### src/rtl/pipe_hazard_ctrl_if.sv
// Signal bundle between the pipeline stage registers / data-memory handshake
// and the hazard controller. The pipeline side is the master; the controller
// is the slave that returns the stage-register enables, clears and status.
interface pipe_hazard_ctrl_if #(
    parameter int CNT_W = 16
);
    logic [4:0]       id_addr1;
    logic [4:0]       id_addr2;
    logic             id_uses2;
    logic [4:0]       ex_addr_dst;
    logic             ex_reg_rw;
    logic             ex_is_load;
    logic             br_taken;
    logic             mem_req;
    logic             mem_ack;
    logic             halt_req;
    logic             pc_we;
    logic             ifid_we;
    logic             idex_we;
    logic             exmem_we;
    logic             ifid_clr;
    logic             idex_clr;
    logic             halted;
    logic             mem_err;
    logic [CNT_W-1:0] stall_cnt;
    logic [CNT_W-1:0] flush_cnt;

    modport master (
        output id_addr1, id_addr2, id_uses2, ex_addr_dst, ex_reg_rw,
               ex_is_load, br_taken, mem_req, mem_ack, halt_req,
        input  pc_we, ifid_we, idex_we, exmem_we, ifid_clr, idex_clr,
               halted, mem_err, stall_cnt, flush_cnt
    );

    modport slave (
        input  id_addr1, id_addr2, id_uses2, ex_addr_dst, ex_reg_rw,
               ex_is_load, br_taken, mem_req, mem_ack, halt_req,
        output pc_we, ifid_we, idex_we, exmem_we, ifid_clr, idex_clr,
               halted, mem_err, stall_cnt, flush_cnt
    );
endinterface

### src/rtl/pipe_hazard_ctrl.sv
// Pipeline sequencing controller: resolves memory-wait freezes, debug halt,
// taken-branch flushes and load-use bubbles for a 5-stage core, and keeps
// saturating stall/flush performance counters.
module pipe_hazard_ctrl #(
    parameter int MEM_TIMEOUT = 15,
    parameter int CNT_W       = 16
) (
    input  logic              clk,
    input  logic              rst,
    pipe_hazard_ctrl_if.slave bus
);
    typedef enum logic [1:0] {
        RUN      = 2'd0,
        MEM_WAIT = 2'd1,
        HALT     = 2'd2
    } state_t;

    // Last MEM_WAIT count before the wait is force-released.
    localparam logic [7:0] TMO_LAST = 8'(MEM_TIMEOUT - 1);

    state_t     state_q, state_d;
    logic [7:0] tcnt_q, tcnt_d;
    logic       mem_err_q, mem_err_d;

    logic tmo;
    logic lu;
    logic freeze;
    logic pc_we, ifid_we, idex_we, exmem_we, ifid_clr, idex_clr;

    // Hazard decode terms for the current cycle.
    always_comb begin
        tmo = (state_q == MEM_WAIT) && (tcnt_q == TMO_LAST);
        lu  = bus.ex_is_load && bus.ex_reg_rw && (bus.ex_addr_dst != 5'd0) &&
              ((bus.ex_addr_dst == bus.id_addr1) ||
               (bus.id_uses2 && (bus.ex_addr_dst == bus.id_addr2)));
        freeze = ((state_q == MEM_WAIT) && !bus.mem_ack && !tmo) ||
                 ((state_q == RUN) && bus.mem_req && !bus.mem_ack) ||
                 (state_q == HALT);
    end

    // Stage enables/clears, priority freeze > branch > load-use; all quiet in reset.
    always_comb begin
        pc_we    = 1'b0;
        ifid_we  = 1'b0;
        idex_we  = 1'b0;
        exmem_we = 1'b0;
        ifid_clr = 1'b0;
        idex_clr = 1'b0;
        if (rst && !freeze) begin
            if (bus.br_taken) begin
                // Branch wins over load-use: the ID instruction is squashed anyway.
                pc_we    = 1'b1;
                ifid_we  = 1'b1;
                idex_we  = 1'b1;
                exmem_we = 1'b1;
                ifid_clr = 1'b1;
                idex_clr = 1'b1;
            end else if (lu) begin
                // Hold PC and IF/ID, inject one bubble into ID/EX.
                idex_we  = 1'b1;
                idex_clr = 1'b1;
                exmem_we = 1'b1;
            end else begin
                pc_we    = 1'b1;
                ifid_we  = 1'b1;
                idex_we  = 1'b1;
                exmem_we = 1'b1;
            end
        end
    end

    // Next-state logic for the RUN / MEM_WAIT / HALT sequencer.
    always_comb begin
        state_d   = state_q;
        tcnt_d    = tcnt_q;
        mem_err_d = mem_err_q;
        unique case (state_q)
            RUN: begin
                if (bus.mem_req && !bus.mem_ack) begin
                    state_d = MEM_WAIT;
                    tcnt_d  = 8'd0;
                end else if (bus.halt_req && !bus.mem_req) begin
                    state_d = HALT;
                end
            end
            MEM_WAIT: begin
                tcnt_d = tcnt_q + 8'd1;
                // An ack coinciding with the timeout is a normal completion.
                if (bus.mem_ack) begin
                    state_d = RUN;
                end else if (tmo) begin
                    state_d   = RUN;
                    mem_err_d = 1'b1;
                end
            end
            HALT: begin
                if (!bus.halt_req) state_d = RUN;
            end
            default: state_d = RUN;
        endcase
    end

    // Sequencer state, wait counter and sticky error flag.
    always_ff @(posedge clk or negedge rst) begin
        if (!rst) begin
            state_q   <= RUN;
            tcnt_q    <= 8'd0;
            mem_err_q <= 1'b0;
        end else begin
            state_q   <= state_d;
            tcnt_q    <= tcnt_d;
            mem_err_q <= mem_err_d;
        end
    end

    // Counter 0 counts stalled cycles outside HALT, counter 1 counts applied flushes.
    logic [1:0]            cnt_inc;
    logic [1:0][CNT_W-1:0] cnt_val;

    assign cnt_inc[0] = !pc_we && (state_q != HALT);
    assign cnt_inc[1] = bus.br_taken && !freeze;

    genvar gi;
    generate
        for (gi = 0; gi < 2; gi++) begin : g_cnt
            logic [CNT_W-1:0] cnt_q;

            // Saturating increment; sticks at all-ones.
            always_ff @(posedge clk or negedge rst) begin
                if (!rst) begin
                    cnt_q <= '0;
                end else if (cnt_inc[gi] && (cnt_q != '1)) begin
                    cnt_q <= cnt_q + 1'b1;
                end
            end

            assign cnt_val[gi] = cnt_q;
        end
    endgenerate

    assign bus.pc_we     = pc_we;
    assign bus.ifid_we   = ifid_we;
    assign bus.idex_we   = idex_we;
    assign bus.exmem_we  = exmem_we;
    assign bus.ifid_clr  = ifid_clr;
    assign bus.idex_clr  = idex_clr;
    assign bus.halted    = rst && (state_q == HALT);
    assign bus.mem_err   = mem_err_q;
    assign bus.stall_cnt = cnt_val[0];
    assign bus.flush_cnt = cnt_val[1];
endmodule

### src/flat_wrapper.sv
// flat-port wrapper written by rule: the top's interface ports become plain ports
module pipe_hazard_ctrl_flat 
#(
    parameter int MEM_TIMEOUT = 15,
    parameter int CNT_W       = 16
)
  (clk, rst, bus_id_addr1, bus_id_addr2, bus_id_uses2, bus_ex_addr_dst, bus_ex_reg_rw, bus_ex_is_load, bus_br_taken, bus_mem_req, bus_mem_ack, bus_halt_req, bus_pc_we, bus_ifid_we, bus_idex_we, bus_exmem_we, bus_ifid_clr, bus_idex_clr, bus_halted, bus_mem_err, bus_stall_cnt, bus_flush_cnt);
  pipe_hazard_ctrl_if #(.CNT_W(CNT_W)) bus_i ();
  input  logic clk;
  input  logic rst;
  input wire logic [$bits(bus_i.id_addr1)-1:0] bus_id_addr1;
  input wire logic [$bits(bus_i.id_addr2)-1:0] bus_id_addr2;
  input wire logic [$bits(bus_i.id_uses2)-1:0] bus_id_uses2;
  input wire logic [$bits(bus_i.ex_addr_dst)-1:0] bus_ex_addr_dst;
  input wire logic [$bits(bus_i.ex_reg_rw)-1:0] bus_ex_reg_rw;
  input wire logic [$bits(bus_i.ex_is_load)-1:0] bus_ex_is_load;
  input wire logic [$bits(bus_i.br_taken)-1:0] bus_br_taken;
  input wire logic [$bits(bus_i.mem_req)-1:0] bus_mem_req;
  input wire logic [$bits(bus_i.mem_ack)-1:0] bus_mem_ack;
  input wire logic [$bits(bus_i.halt_req)-1:0] bus_halt_req;
  output wire logic [$bits(bus_i.pc_we)-1:0] bus_pc_we;
  output wire logic [$bits(bus_i.ifid_we)-1:0] bus_ifid_we;
  output wire logic [$bits(bus_i.idex_we)-1:0] bus_idex_we;
  output wire logic [$bits(bus_i.exmem_we)-1:0] bus_exmem_we;
  output wire logic [$bits(bus_i.ifid_clr)-1:0] bus_ifid_clr;
  output wire logic [$bits(bus_i.idex_clr)-1:0] bus_idex_clr;
  output wire logic [$bits(bus_i.halted)-1:0] bus_halted;
  output wire logic [$bits(bus_i.mem_err)-1:0] bus_mem_err;
  output wire logic [$bits(bus_i.stall_cnt)-1:0] bus_stall_cnt;
  output wire logic [$bits(bus_i.flush_cnt)-1:0] bus_flush_cnt;
  assign bus_i.id_addr1 = bus_id_addr1;
  assign bus_i.id_addr2 = bus_id_addr2;
  assign bus_i.id_uses2 = bus_id_uses2;
  assign bus_i.ex_addr_dst = bus_ex_addr_dst;
  assign bus_i.ex_reg_rw = bus_ex_reg_rw;
  assign bus_i.ex_is_load = bus_ex_is_load;
  assign bus_i.br_taken = bus_br_taken;
  assign bus_i.mem_req = bus_mem_req;
  assign bus_i.mem_ack = bus_mem_ack;
  assign bus_i.halt_req = bus_halt_req;
  assign bus_pc_we = bus_i.pc_we;
  assign bus_ifid_we = bus_i.ifid_we;
  assign bus_idex_we = bus_i.idex_we;
  assign bus_exmem_we = bus_i.exmem_we;
  assign bus_ifid_clr = bus_i.ifid_clr;
  assign bus_idex_clr = bus_i.idex_clr;
  assign bus_halted = bus_i.halted;
  assign bus_mem_err = bus_i.mem_err;
  assign bus_stall_cnt = bus_i.stall_cnt;
  assign bus_flush_cnt = bus_i.flush_cnt;
  pipe_hazard_ctrl #(.MEM_TIMEOUT(MEM_TIMEOUT), .CNT_W(CNT_W)) u_core (.clk(clk), .rst(rst), .bus(bus_i));
endmodule
### config.mk
export PLATFORM = sky130hd
export DESIGN_NAME = pipe_hazard_ctrl_flat
export DESIGN_NICKNAME = d
export VERILOG_FILES = /design/src/rtl/pipe_hazard_ctrl_if.sv /design/src/rtl/pipe_hazard_ctrl.sv /design/src/flat_wrapper.sv
export SDC_FILE = /design/constraint.sdc
export NUM_CORES = 1
export LEC_CHECK = 0
export ABC_AREA = 1
export CAP_MARGIN = 10
export CORE_MARGIN = 3
export CORE_UTILIZATION = 51
export DETAILED_ROUTE_END_ITERATION = 7
export GPL_TIMING_DRIVEN = 0
export PLACE_DENSITY = 0.89
export SETUP_SLACK_MARGIN = 0.05
export SYNTH_ARGS = -nofsm -noshare
export SYNTH_HDL_FRONTEND = slang
export SYNTH_SLANG_ARGS = --single-unit
### constraint.sdc
create_clock -name clk -period 2.2 [get_ports clk]
set_clock_uncertainty 0.05 [all_clocks]
set_input_delay 0.44 -clock clk [delete_from_list [all_inputs] [get_ports clk]]
set_output_delay 0.44 -clock clk [all_outputs]
set_load 0.01 [all_outputs]
==> results_dict.tcl <==
set metrics [dict create \
    status "complete, but fails checks" \
    violations "setup timing" \
    hp-class "in -> async" \
    worst_slew_pin_slew_ps 821 \
    core_area_um2 5240 \
    gr-total-overflow 0 \
    synth_cell_types 36 \
    root_buffer "clkbuf_8" \
    cts_tree "done" \
    num-nets-final 518 \
    hpwl_mm 5.28 \
    synth_area_leaders "dfrtp_1 (38%), nand2_1 (15%), inv_1 (6.4%)" \
    peakVddDrop_uv 667 \
    grt_max_degree 27 \
    setup_slack_ps -140 \
    max_slew_margin 0.448 \
    worstSetupEndpointType "output pin" \
    hold-worst-slack_ps 17.8 \
    ys_top_cells_by_count "nand2_1 (112), inv_1 (48), dfrtp_1 (43), nor2_1 (43), nand3_1 (24)" \
    start_kind "flip-flop" \
    clk_latency_ps 290 \
    synth_edf_count 0 \
    rr_startpoint "u_core.state_q[1]" \
    maxCapViolCount 0 \
    synth_top_flop_cell "dfrtp_1" \
    globalplace.congestion 0.910 \
    synth_seq_cells 43 \
    std_cell_rows 26 \
    area_growth_pct 41.3 \
    synth_top_area_share 0.380 \
    rsz0062_at_grt "true" \
    routedWlPerCell_um 14.1 \
    fillers 379 \
    diodes 0 \
    final_hold_viol_count 0 \
    worstPathArrival_ps 1850 \
    timing.fmax_mhz 427 \
    critPathRequiredTime_ps 1710 \
    layout-drive-gt1-share 0.183 \
    clock_path_buffers 2 \
    synth_nets 418 \
    grt_antenna_before_repair 0 \
    fin_crit_sh 1.06 \
    vias_per_cell 5.31 \
    yosysWarnings 0 \
    grt_pass1_vias 2858 \
    start_util 0.541 \
    vias 2977 \
    ios 64 \
    final.min_clock_period_ps 2340 \
    remaining_drc_errors 0 \
    finalPower_mw 3.10 \
    grt_first_pass_wirelength_mm 13.1 \
    drt_first_iter_violations 323 \
    crit_fanout 3 \
    syn_area_per_cell_um2 7.26 \
    ant_nets 0 \
    yosysTopAreaCell "dfrtp_1" \
    async_flop_share 1.00 \
    grt_usage 0.254 \
    critPathKind "reg -> out" \
    htreeDepth 2 \
    post-synth-top-count-cell "nand2_1" \
    powerDensity_nw_per_um2 774 \
    path_clk_slew_ps 80 \
    dieArea_um2 6480 \
    die_w_um 80.5 \
    finalSetupViolCount 6 \
    io_buffers 63 \
    wirelength_mm 7.89 \
    r2r_end "u_core.tcnt_q[6]" \
    rrSetupSlack_ps 150 \
    ys_seq_area_frac 0.380 \
    r2r_cells 10 \
    syn_area_um2 2830 \
    cts_buffers 5 \
    p_leak_nw 1.96 \
    synthCells 390 \
    die_h_um 80.5 \
    firstDrtPassIters 6 \
    clock_sinks 43 \
    slew_violations 0 \
]
## cell usage in the layout, fill, tap and decap left out, types with 3 or more instances in the layout
master           instances
xnor2_1                  6
o21ai_1                 10
o21ai_0                  6
dlygate4sd2_1           15
buf_2                    3
clkdlybuf4s50_1         39
nor2_1                  39
buf_6                   11
inv_2                    8
nand2_2                  4
ha_1                     3
buf_4                   28
clkbuf_8                 8
nor2_4                   5
dfrtp_1                 43
xor2_1                  17
nor4_1                   3
nor2_2                   3
a21oi_1                  6
nor3_1                   9
nand3_4                  4
nand4_1                 22
inv_1                   44
nand3_1                 22
nand2_1                109
## report_power, final
group	leakage, nW	switching [mW]	internal, mW
Combinational	1.33	0.683	0.678
Clock	0.0515	0.264	0.287
Sequential	0.578	0.220	0.965
Total	1.96	1.17	1.93
## final cells by class
| class | count | area [um2] | area share |
|---|---|---|---|
| repair buffers | 95 | 868 | 0.217 |
| clock buffers | 8 | 100 | 0.0250 |
| inverters | 55 | 211 | 0.0528 |
| plain buffers | 7 | 71.3 | 0.0178 |
| multi-input cells | 283 | 1590 | 0.396 |
| well taps | 70 | 87.6 | 0.0219 |
| flip-flops and latches | 43 | 1080 | 0.269 |
## stage by stage
step | utilization | instances | setup TNS [ps] | area [um2] | setup WS [ps]
detailed placement | 0.682 | 524 | -5660 | 3570 | -960
global placement | 0.679 | 523 | -59640 | 3560 | -2330
CTS | 0.750 | 555 | -133 | 3930 | -80.7
floorplan | - | 390 | 0 | 2840 | 75.1
global route | 0.764 | 561 | -801 | 4000 | -195
finish | 0.764 | 561 | -467 | 4000 | -140
## registers in the layout, indices dropped and copies added (netlist names)
| name | flops |
|---|---|
| u_core.bus.mem_err | 1 |
| u_core.state_q | 2 |
| u_core.bus.stall_cnt | 16 |
| u_core.tcnt_q | 8 |
| u_core.bus.flush_cnt | 16 |
## worst max path at each step
stage                           from  slack, ps           end
floorplan           u_core.tcnt_q[0]         80     bus_pc_we
global placement                 rst      -2330     bus_pc_we
detailed placement       bus_mem_ack       -960     bus_pc_we
CTS                 u_core.tcnt_q[0]        -80  bus_idex_clr
global route        u_core.tcnt_q[6]       -190  bus_idex_clr
finish              u_core.tcnt_q[6]       -140  bus_idex_clr
## what timing repair did
item / CTS / global route
hold endpoints to repair: 18 / 18
endpoints found under the setup margin: 7 / 24
resized for setup: 73 / 9
pin swaps: 17 / 6
setup buffers: 26 / 5
## worst max-delay path, cell delays in order, from the launching register on
cell and delay [ps]:
dfrtp_1 400, nor2_2 120, nand3_2 120, o21ai_4 240, nand3_4 110, nor2_4 210
buf_6 130, a31o_4 130, buf_6 90
## logic make-up after synthesis
logic type,synth area share
AO/OA/AOI/OAI,0.0557
XOR/XNOR,0.0711
adder cells (fa/ha/maj),0.0177
buffers and inverters,0.0972
flip-flops,0.380
AND/OR/NAND/NOR,0.378
## layer usage
layer,up-vias,part of all wire,GRT usage
met3,4,0.051,0.0381
met2,128,0.53,0.454
li1,1449,-,-
met4,0,0.0051,0.0524
met5,-,0,0
met1,1396,0.42,0.323
Power figures use the tool's default switching activity.
